==> src/rtl/maxnet_pkg.sv <==
// maxnet_pkg: scheduler state encoding and error codes shared by the Maxnet control blocks
package maxnet_pkg;
  typedef enum logic [2:0] {
    S_IDLE, S_LOAD, S_KICK, S_WAIT, S_SETTLE, S_CHECK, S_DONE, S_FAIL
  } state_t;
  localparam logic [1:0] ERR_NONE    = 2'd0;
  localparam logic [1:0] ERR_TIMEOUT = 2'd1;
  localparam logic [1:0] ERR_ZERO    = 2'd2;
  localparam logic [1:0] ERR_ITER    = 2'd3;
endpackage

==> src/rtl/maxnet_onehot_chk.sv <==
// maxnet_onehot_chk: classifies the nonzero vector as empty, single survivor, or more, and locates the lowest survivor
module maxnet_onehot_chk #(
  parameter int N  = 4,
  parameter int IW = $clog2(N)
) (
  input  logic [N-1:0]  nz_vec,
  output logic          is_zero,
  output logic          is_one,
  output logic [IW-1:0] idx
);
  assign is_zero = ~|nz_vec;
  assign is_one  = !is_zero && ((nz_vec & (nz_vec - N'(1))) == '0);
  always_comb begin
    idx = '0;
    for (int i = N - 1; i >= 0; i--) if (nz_vec[i]) idx = IW'(i);
  end
endmodule

==> src/rtl/maxnet_sched.sv <==
// maxnet_sched: iterates PLU passes until one neuron survives, with timeout, all-zero and iteration-limit exits
module maxnet_sched import maxnet_pkg::*; #(
  parameter int N        = 4,
  parameter int MAX_ITER = 16,
  parameter int TIMEOUT  = 64,
  parameter int IW       = $clog2(N),
  parameter int ITW      = $clog2(MAX_ITER + 1)
) (
  input  logic           clk,
  input  logic           rst_n,
  input  logic           start,
  input  logic           abort,
  input  logic           plu_done,
  input  logic [N-1:0]   nz_vec,
  output logic           start_plu,
  output logic           we_a_reg,
  output logic           we_prim,
  output logic           eps_reg_we,
  output logic           mux_sel,
  output logic           busy,
  output logic           done,
  output logic           err,
  output logic [1:0]     err_code,
  output logic [IW-1:0]  winner,
  output logic           winner_vld,
  output logic [ITW-1:0] iter_cnt
);
  localparam int TW = $clog2(TIMEOUT);
  state_t state, nxt;
  logic [TW-1:0] timer;
  logic is_zero, is_one, tmo, at_lim, kill;
  logic [IW-1:0] idx;
  maxnet_onehot_chk #(.N(N), .IW(IW)) u_chk (
    .nz_vec (nz_vec),
    .is_zero(is_zero),
    .is_one (is_one),
    .idx    (idx)
  );
  // timer counts WAIT cycles from 0, so FAIL lands exactly TIMEOUT cycles after KICK
  assign tmo    = timer == TW'(TIMEOUT - 2);
  assign at_lim = iter_cnt == ITW'(MAX_ITER);
  assign kill   = abort && state != S_IDLE;
  always_comb begin
    nxt = state;
    case (state)
      S_IDLE:   nxt = start ? S_LOAD : S_IDLE;
      S_LOAD:   nxt = S_KICK;
      S_KICK:   nxt = S_WAIT;
      S_WAIT:   nxt = plu_done ? S_SETTLE : tmo ? S_FAIL : S_WAIT;
      S_SETTLE: nxt = S_CHECK;
      S_CHECK:  nxt = is_one ? S_DONE : (is_zero || at_lim) ? S_FAIL : S_KICK;
      default:  nxt = S_IDLE;
    endcase
    if (kill) nxt = S_IDLE;
  end
  assign start_plu  = state == S_KICK;
  assign we_a_reg   = state == S_LOAD;
  assign we_prim    = state == S_LOAD;
  assign eps_reg_we = state == S_LOAD;
  assign mux_sel    = state == S_LOAD;
  assign busy       = state != S_IDLE;
  assign done       = state == S_DONE;
  assign err        = state == S_FAIL;
  always_ff @(posedge clk or negedge rst_n)
    if (!rst_n) state <= S_IDLE;
    else state <= nxt;
  always_ff @(posedge clk or negedge rst_n) begin
    if (!rst_n) begin
      timer      <= '0;
      iter_cnt   <= '0;
      winner     <= '0;
      winner_vld <= 1'b0;
      err_code   <= ERR_NONE;
    end else if (kill) begin
      winner_vld <= 1'b0;
      err_code   <= ERR_NONE;
    end else begin
      if (state == S_IDLE && start) begin
        winner_vld <= 1'b0;
        err_code   <= ERR_NONE;
        iter_cnt   <= '0;
      end
      if (state == S_KICK) timer <= '0;
      if (state == S_WAIT && !plu_done) timer <= timer + 1'b1;
      if (state == S_WAIT && !plu_done && tmo) err_code <= ERR_TIMEOUT;
      if (state == S_SETTLE) iter_cnt <= iter_cnt + 1'b1;
      if (state == S_CHECK && is_one) begin
        winner     <= idx;
        winner_vld <= 1'b1;
      end
      if (state == S_CHECK && !is_one)
        err_code <= is_zero ? ERR_ZERO : at_lim ? ERR_ITER : ERR_NONE;
    end
  end
endmodule

==> config.mk <==
export PLATFORM = sky130hd
export DESIGN_NAME = maxnet_sched
export DESIGN_NICKNAME = d
export VERILOG_FILES = /design/src/rtl/maxnet_pkg.sv /design/src/rtl/maxnet_onehot_chk.sv /design/src/rtl/maxnet_sched.sv
export SDC_FILE = /design/constraint.sdc
export NUM_CORES = 1
export LEC_CHECK = 0
export CAP_MARGIN = 20
export CELL_PAD_IN_SITES_DETAIL_PLACEMENT = 0
export CELL_PAD_IN_SITES_GLOBAL_PLACEMENT = 1
export CORE_UTILIZATION = 35
export CTS_CLUSTER_SIZE = 40
export DETAILED_ROUTE_END_ITERATION = 12
export DONT_BUFFER_PORTS = 1
export GPL_ROUTABILITY_DRIVEN = 0
export MAX_ROUTING_LAYER = met4
export PLACE_DENSITY_LB_ADDON = 0.25
export REMOVE_ABC_BUFFERS = 1
export SKIP_LAST_GASP = 1
export SLEW_MARGIN = 20
export SYNTH_ARGS = -nofsm -noshare
export SYNTH_HDL_FRONTEND = slang
export SYNTH_SLANG_ARGS = --single-unit
==> constraint.sdc <==
create_clock -name clk -period 4.06 [get_ports clk]
set_clock_uncertainty 0.15 [all_clocks]
set_input_delay 0.406 -clock clk [delete_from_list [all_inputs] [get_ports clk]]
set_output_delay 0.406 -clock clk [all_outputs]
set_load 0.005 [all_outputs]
# Word level (Yosys, flattened, before mapping)
# Index checks and enable logic that the tools add are counted.
# W data, S select, Z words.
[op_classes]
add_sub_neg = 3
eq_ne = 9
n_mux = 24
n_bitwise = 2
n_reduce_logical = 22
[ops]
columns = ["op", "count"]
rows = [
  ["$mux W2", 10],
  ["$pmux W3 S6", 1],
  ["$mux W3", 5],
  ["$eq A3 B3 Y1 const B", 4],
  ["$mux W6", 2],
  ["$mux W5", 2],
  ["$logic_and A1 B1 Y1", 7],
  ["$add A6 B1 Y6 const B", 1],
  ["$eq A3 B2 Y1 const B", 2],
  ["$eq A6 B6 Y1 const B", 1],
  ["$reduce_and A2 Y1", 3],
  ["$reduce_bool A3 Y1", 2],
  ["$add A5 B1 Y5 const B", 1],
  ["$eq A5 B5 Y1 const B", 1],
  ["$and A4 B4 Y4", 1],
  ["$logic_not A4 Y1", 1],
  ["$mux W1", 4],
  ["$reduce_bool A2 Y1", 2],
  ["$reduce_bool A4 Y1", 1],
  ["$reduce_or A4 Y1", 1],
  ["$sub A4 B1 Y4 const B", 1],
  ["$eq A3 B1 Y1 const B", 1],
  ["$logic_not A1 Y1", 3],
  ["$logic_not A3 Y1", 1],
  ["other kinds (2)", 2],
]
[totals]
ff_bits = 19
inputBits = 9
output_inout_bits = 18
wordCells = 66

# Longest topological paths before layout
[logic_depth]
depth_word = 8
ltp_mapped = 6
depth_no_buf = 6

# Modules after synthesis
# Synthesis repeated with hierarchy kept, for this count alone.
[hier_totals]
hier_cells = 122
hier_area_um2 = 1149.9
[modules_own_cells]
columns = ["mod", "instances", "cells_per_inst", "area_per_inst_um2", "seq_area_each_um2"]
rows = [
  ["maxnet_sched", 1, 112, 1082.3, 475.5],
  ["maxnet_onehot_chk", 1, 10, 67.6, 0.0],
]

# Worst setup path after synthesis
# OpenSTA, ideal clock, no wires.
[synth_timing]
kind = "input -> register"
startpoint = "input nz_vec[2]"
endpoint = "register winner[0]"
setup_ps = 125
arrival_time_ps = 1546
required_ps = 3785
slack_ps = 2239
cell_stages = 5
path_buffers = 1
cell_sequence = "buf_2 nor4b_1 a221oi_1 or3_4 mux2_4"
[synth_between]
elab_chain_len = 6
word_cells_on_any_way = 10
cone_classes = "add/sub (1); mux (3); bitwise (1); reduce/logical (5)"
[synth_lines]
columns = ["item", "line_no", "rtl"]
rows = [
  ["start, declared", "maxnet_sched.sv:14", "input logic [N-1:0] nz_vec,"],
  ["$sub A4 B1 Y4", "maxnet_onehot_chk.sv:12", "assign is_one = !is_zero && ((nz_vec & (nz_vec - N'(1))) == '0);"],
  ["$and A4 B4 Y4", "maxnet_onehot_chk.sv:12", ""],
  ["$logic_not A4 Y1", "maxnet_onehot_chk.sv:12", ""],
  ["$logic_and A1 B1 Y1", "maxnet_onehot_chk.sv:12", ""],
  ["$logic_and A1 B1 Y1", "maxnet_sched.sv:87", "if (state == S_CHECK && is_one) begin"],
  ["$reduce_and A2 Y1 (no source line)", "--", ""],
  ["end signal, assigned", "maxnet_sched.sv:88", "winner <= idx;"],
  ["end, declared", "maxnet_sched.sv:24", "output logic [IW-1:0] winner,"],
]
# Several ways; a longest one is shown, not always the timed one.
# A chain may end at the register's enable or synchronous reset.

# Final worst setup path
[layout_timing]
startpoint = "register state[2]"
endpoint = "register winner[0]"
[layout_between]
elab_chain_len = 4
word_cells_on_any_way = 6
cone_classes = "eq/ne (1); bitwise (1); reduce/logical (4)"
[layout_lines]
columns = ["item", "line_no", "rtl"]
rows = [
  ["start, declared", "maxnet_sched.sv:29", "state_t state, nxt;"],
  ["start signal, assigned", "maxnet_sched.sv:66", "else state <= nxt;"],
  ["$reduce_bool A3 Y1", "maxnet_sched.sv:42", "assign kill = abort && state != S_IDLE;"],
  ["$logic_and A1 B1 Y1", "maxnet_sched.sv:42", ""],
  ["$not A1 Y1 (no source line)", "--", ""],
  ["$reduce_and A2 Y1 (no source line) *", "--", ""],
]
# Mark *: on every way between the ends. The rest lies on a longest branch, timed or not.

==> qor.yml <==
synth:
  synth_top_area_share_pct: 36.64
  synth_enable_flop_cells: 0
  postSynthAreaPerCell_um2: 8.887
  async_reset_ff_share_pct: 100.0
  ys_seq_area_share_pct: 36.64
  ys.flop_type: "dfrtp_1"
  synth_top_area_cell: "dfrtp_1"
  yosys-top-cells-area: "dfrtp_1 (37%), nor2_1 (5.5%), ha_1 (3.9%), nand2_1 (3.5%), o21ai_0 (3.1%)"
  ys_ff_latch: 19
  synth_commonest_cells: "dfrtp_1 (19), nor2_1 (19), nand2_1 (12)"
  syn_inst: 146
  ys_warn_count: 0
  syn_area_mm2: 0.001297
  synth_cell_type_count: 47
timing:
  slew_headroom_pct: 40.54
  fmax_mhz: 483.6
  finalCritPeriodShare_pct: 50.93
  fin_crit_ps: 2068
  fin_tns_setup_ps: 0
  slew_viol_final: 0
  hold_viol: 0
  whs_ps: 62.50
  rsz0062_at_grt: "no"
  worst_pin_slew_ps: 888.9
  setup_viol: 0
min_path:
  worstHoldPathType: "in -> reg"
die:
  start_util_pct: 37.70
  die_h_um: 62.89
  core_region_area_mm2: 0.003442
  dieArea_mm2: 0.003955
  die_x_um: 62.89
  rows: 21
  ios: 27
route:
  firstDrtPassIters: 4
  vias_per_cell: 5.337
  antenna_left: 0
  wirelength_mm: 2.734
  drt_iter0_markers: 56
  wl_per_cell_um: 14.62
  drc_errors: 0
  vias: 998
setup_path:
  crit_type: "reg -> reg"
  cp_max_fo: 16
  cp_slowest_stage_delay_ps: 600
  path_cells: "inv_1 -> or2_1 -> or3_4 -> mux2_4"
  cp-end-kind: "flop"
  crit_required_ps: 4060
  critPathLaunchType: "flop"
  cpMaxStageDelayCell: "dfrtp_1"
  worstPathArrival_ps: 2060
clocking:
  insertion_delay_ps: 250
  cts-buffers-inserted: 3
  cts_tree: "built"
  cts.sinks: 19
  cts_root_buffer: "clkbuf_8"
  cts.path.max_buffers: 2
  ctsResizeCount: 0
  htree_num_levels: 1
  clk_pin_slew_worst_paths_ps: 70
place:
  place_area_mm2: 0.001296
  dpl.cell_count: 182
  hpwl_mm: 2.028
  port_buffers: 0
power_and_ir_drop:
  leakagePower_nw: 0.5612
  power_density_mw_per_mm2: 441.6
  ir_drop_mv: 0.2419
  finalPower_mw: 0.5973
grt:
  grt_pass1_wl_mm: 4.692
  first_global_vias: 1040
  overflow: 0
  grt_use_total_pct: 15.25
  grt_max_degree: 20
  antenna_found_initial: 0
finish:
  nets: 155
  register_area_um2: 475.5
  area_delta_synth_final_pct: 4.243
  multi_input_area_um2: 737.0
  antennaDiodeCount: 0
  drive_above_1_share_pct: 7.092
  fin_area_mm2: 0.001353
  instances_no_fill: 187
  fillers: 339
job:
  max_cap_viol_count: 0
outcome:
  status: "finished clean"
-- placed cells by master, fill, tap and decap left out, types with 2 or more instances in the layout --
cell type  instances
nor4b_1            2
a21oi_1            6
nor2b_1            2
o21ai_0            8
nor2_1            19
nor3_1             2
dfrtp_1           19
xnor2_1            3
mux2i_1            2
inv_1              7
o31ai_1            2
clkbuf_8           3
nand2_1           12
xor2_1             4
or3_1              4
and3_1             2
a32o_1             2
a211oi_1           2
nand3_1            3
nand2b_1           3
and2_1             2
maj3_1             2
nor3b_1            2
ha_1               4
or3b_1             2
o21a_1             2
-- flip-flops by register name (all words and copies together), names as in the netlist --
register	cells
timer	6
iter_cnt	5
state	3
err_code	2
winner	2
winner_vld	1
-- worst max-delay path, delay by kind of cell, from the launching register on --
family                 cells  cell delay [ps]
muxes                      1              300
and+or+nand+nor            2              680
DFF                        1              600
buffers and inverters      1              220
-- where the power goes --
part | switching (mW) | total [mW] | internal [mW]
registers | 0.0595 | 0.280 | 0.220
clock network | 0.0650 | 0.133 | 0.0682
logic | 0.105 | 0.185 | 0.0794
-- layer usage --
layer	GRT usage, %	share of wire [%]	vias up
li1	-	-	496
met3	4.562	5.4	2
met4	2.616	0.48	0
met1	18.79	48	474
met2	24.73	46	26
met5	-	0	-
-- metrics by stage --
step | util (%) | worst slack, ps
floorplan | - | 2203
global placement | 37.66 | 2035
detailed placement | 37.66 | 1992
CTS | 39.29 | 1990
global route | 39.29 | 1882
finish | 39.29 | 1992
-- final cells by class --
class	instances	share of cell area, %
timing repair buffer	1	0.7401
inverter	7	1.943
clock buffer	3	3.053
clock inverter	1	0.3700
multi-input combinational	110	54.49
sequential	19	35.15
tap	46	4.255
-- cell families (layout without fill, tap and decap cells) --
kind of cell / after synthesis / in the layout / share of synthesized area, %
DFF: 19 / 19 / 36.64
AOI/OAI and AO/OA: 30 / 30 / 17.07
adders and majority gates: 6 / 6 / 5.400
and+or+nand+nor: 64 / 64 / 26.90
xor gates and xnor gates: 7 / 7 / 4.725
buffers and inverters: 17 / 12 / 6.557
muxes: 3 / 3 / 2.700
-- worst paths after layout --
| path | from | to | slack (ps) | depth (start not counted) |
|---|---|---|---|---|
| setup / recovery | state[2] | winner[0] | 1990 | 4 |
| hold / removal | abort | state[2] | 60 | 1 |
| setup reg to reg | state[2] | winner[0] | 1990 | 4 |
| hold reg to reg | winner_vld | winner_vld | 370 | 1 |
| max in group asynchronous | rst_n | timer[3] | 2650 | 1 |
| min in group asynchronous | rst_n | err_code[1] | 570 | 1 |
-- timing repair --
action	4_1_cts	5_1_grt
hold buffers	1	0
endpoints found under the setup margin	0	0
buffers inserted	0	0
hold endpoints to repair	19	0
No activity file was read; power rests on OpenSTA's default activity.
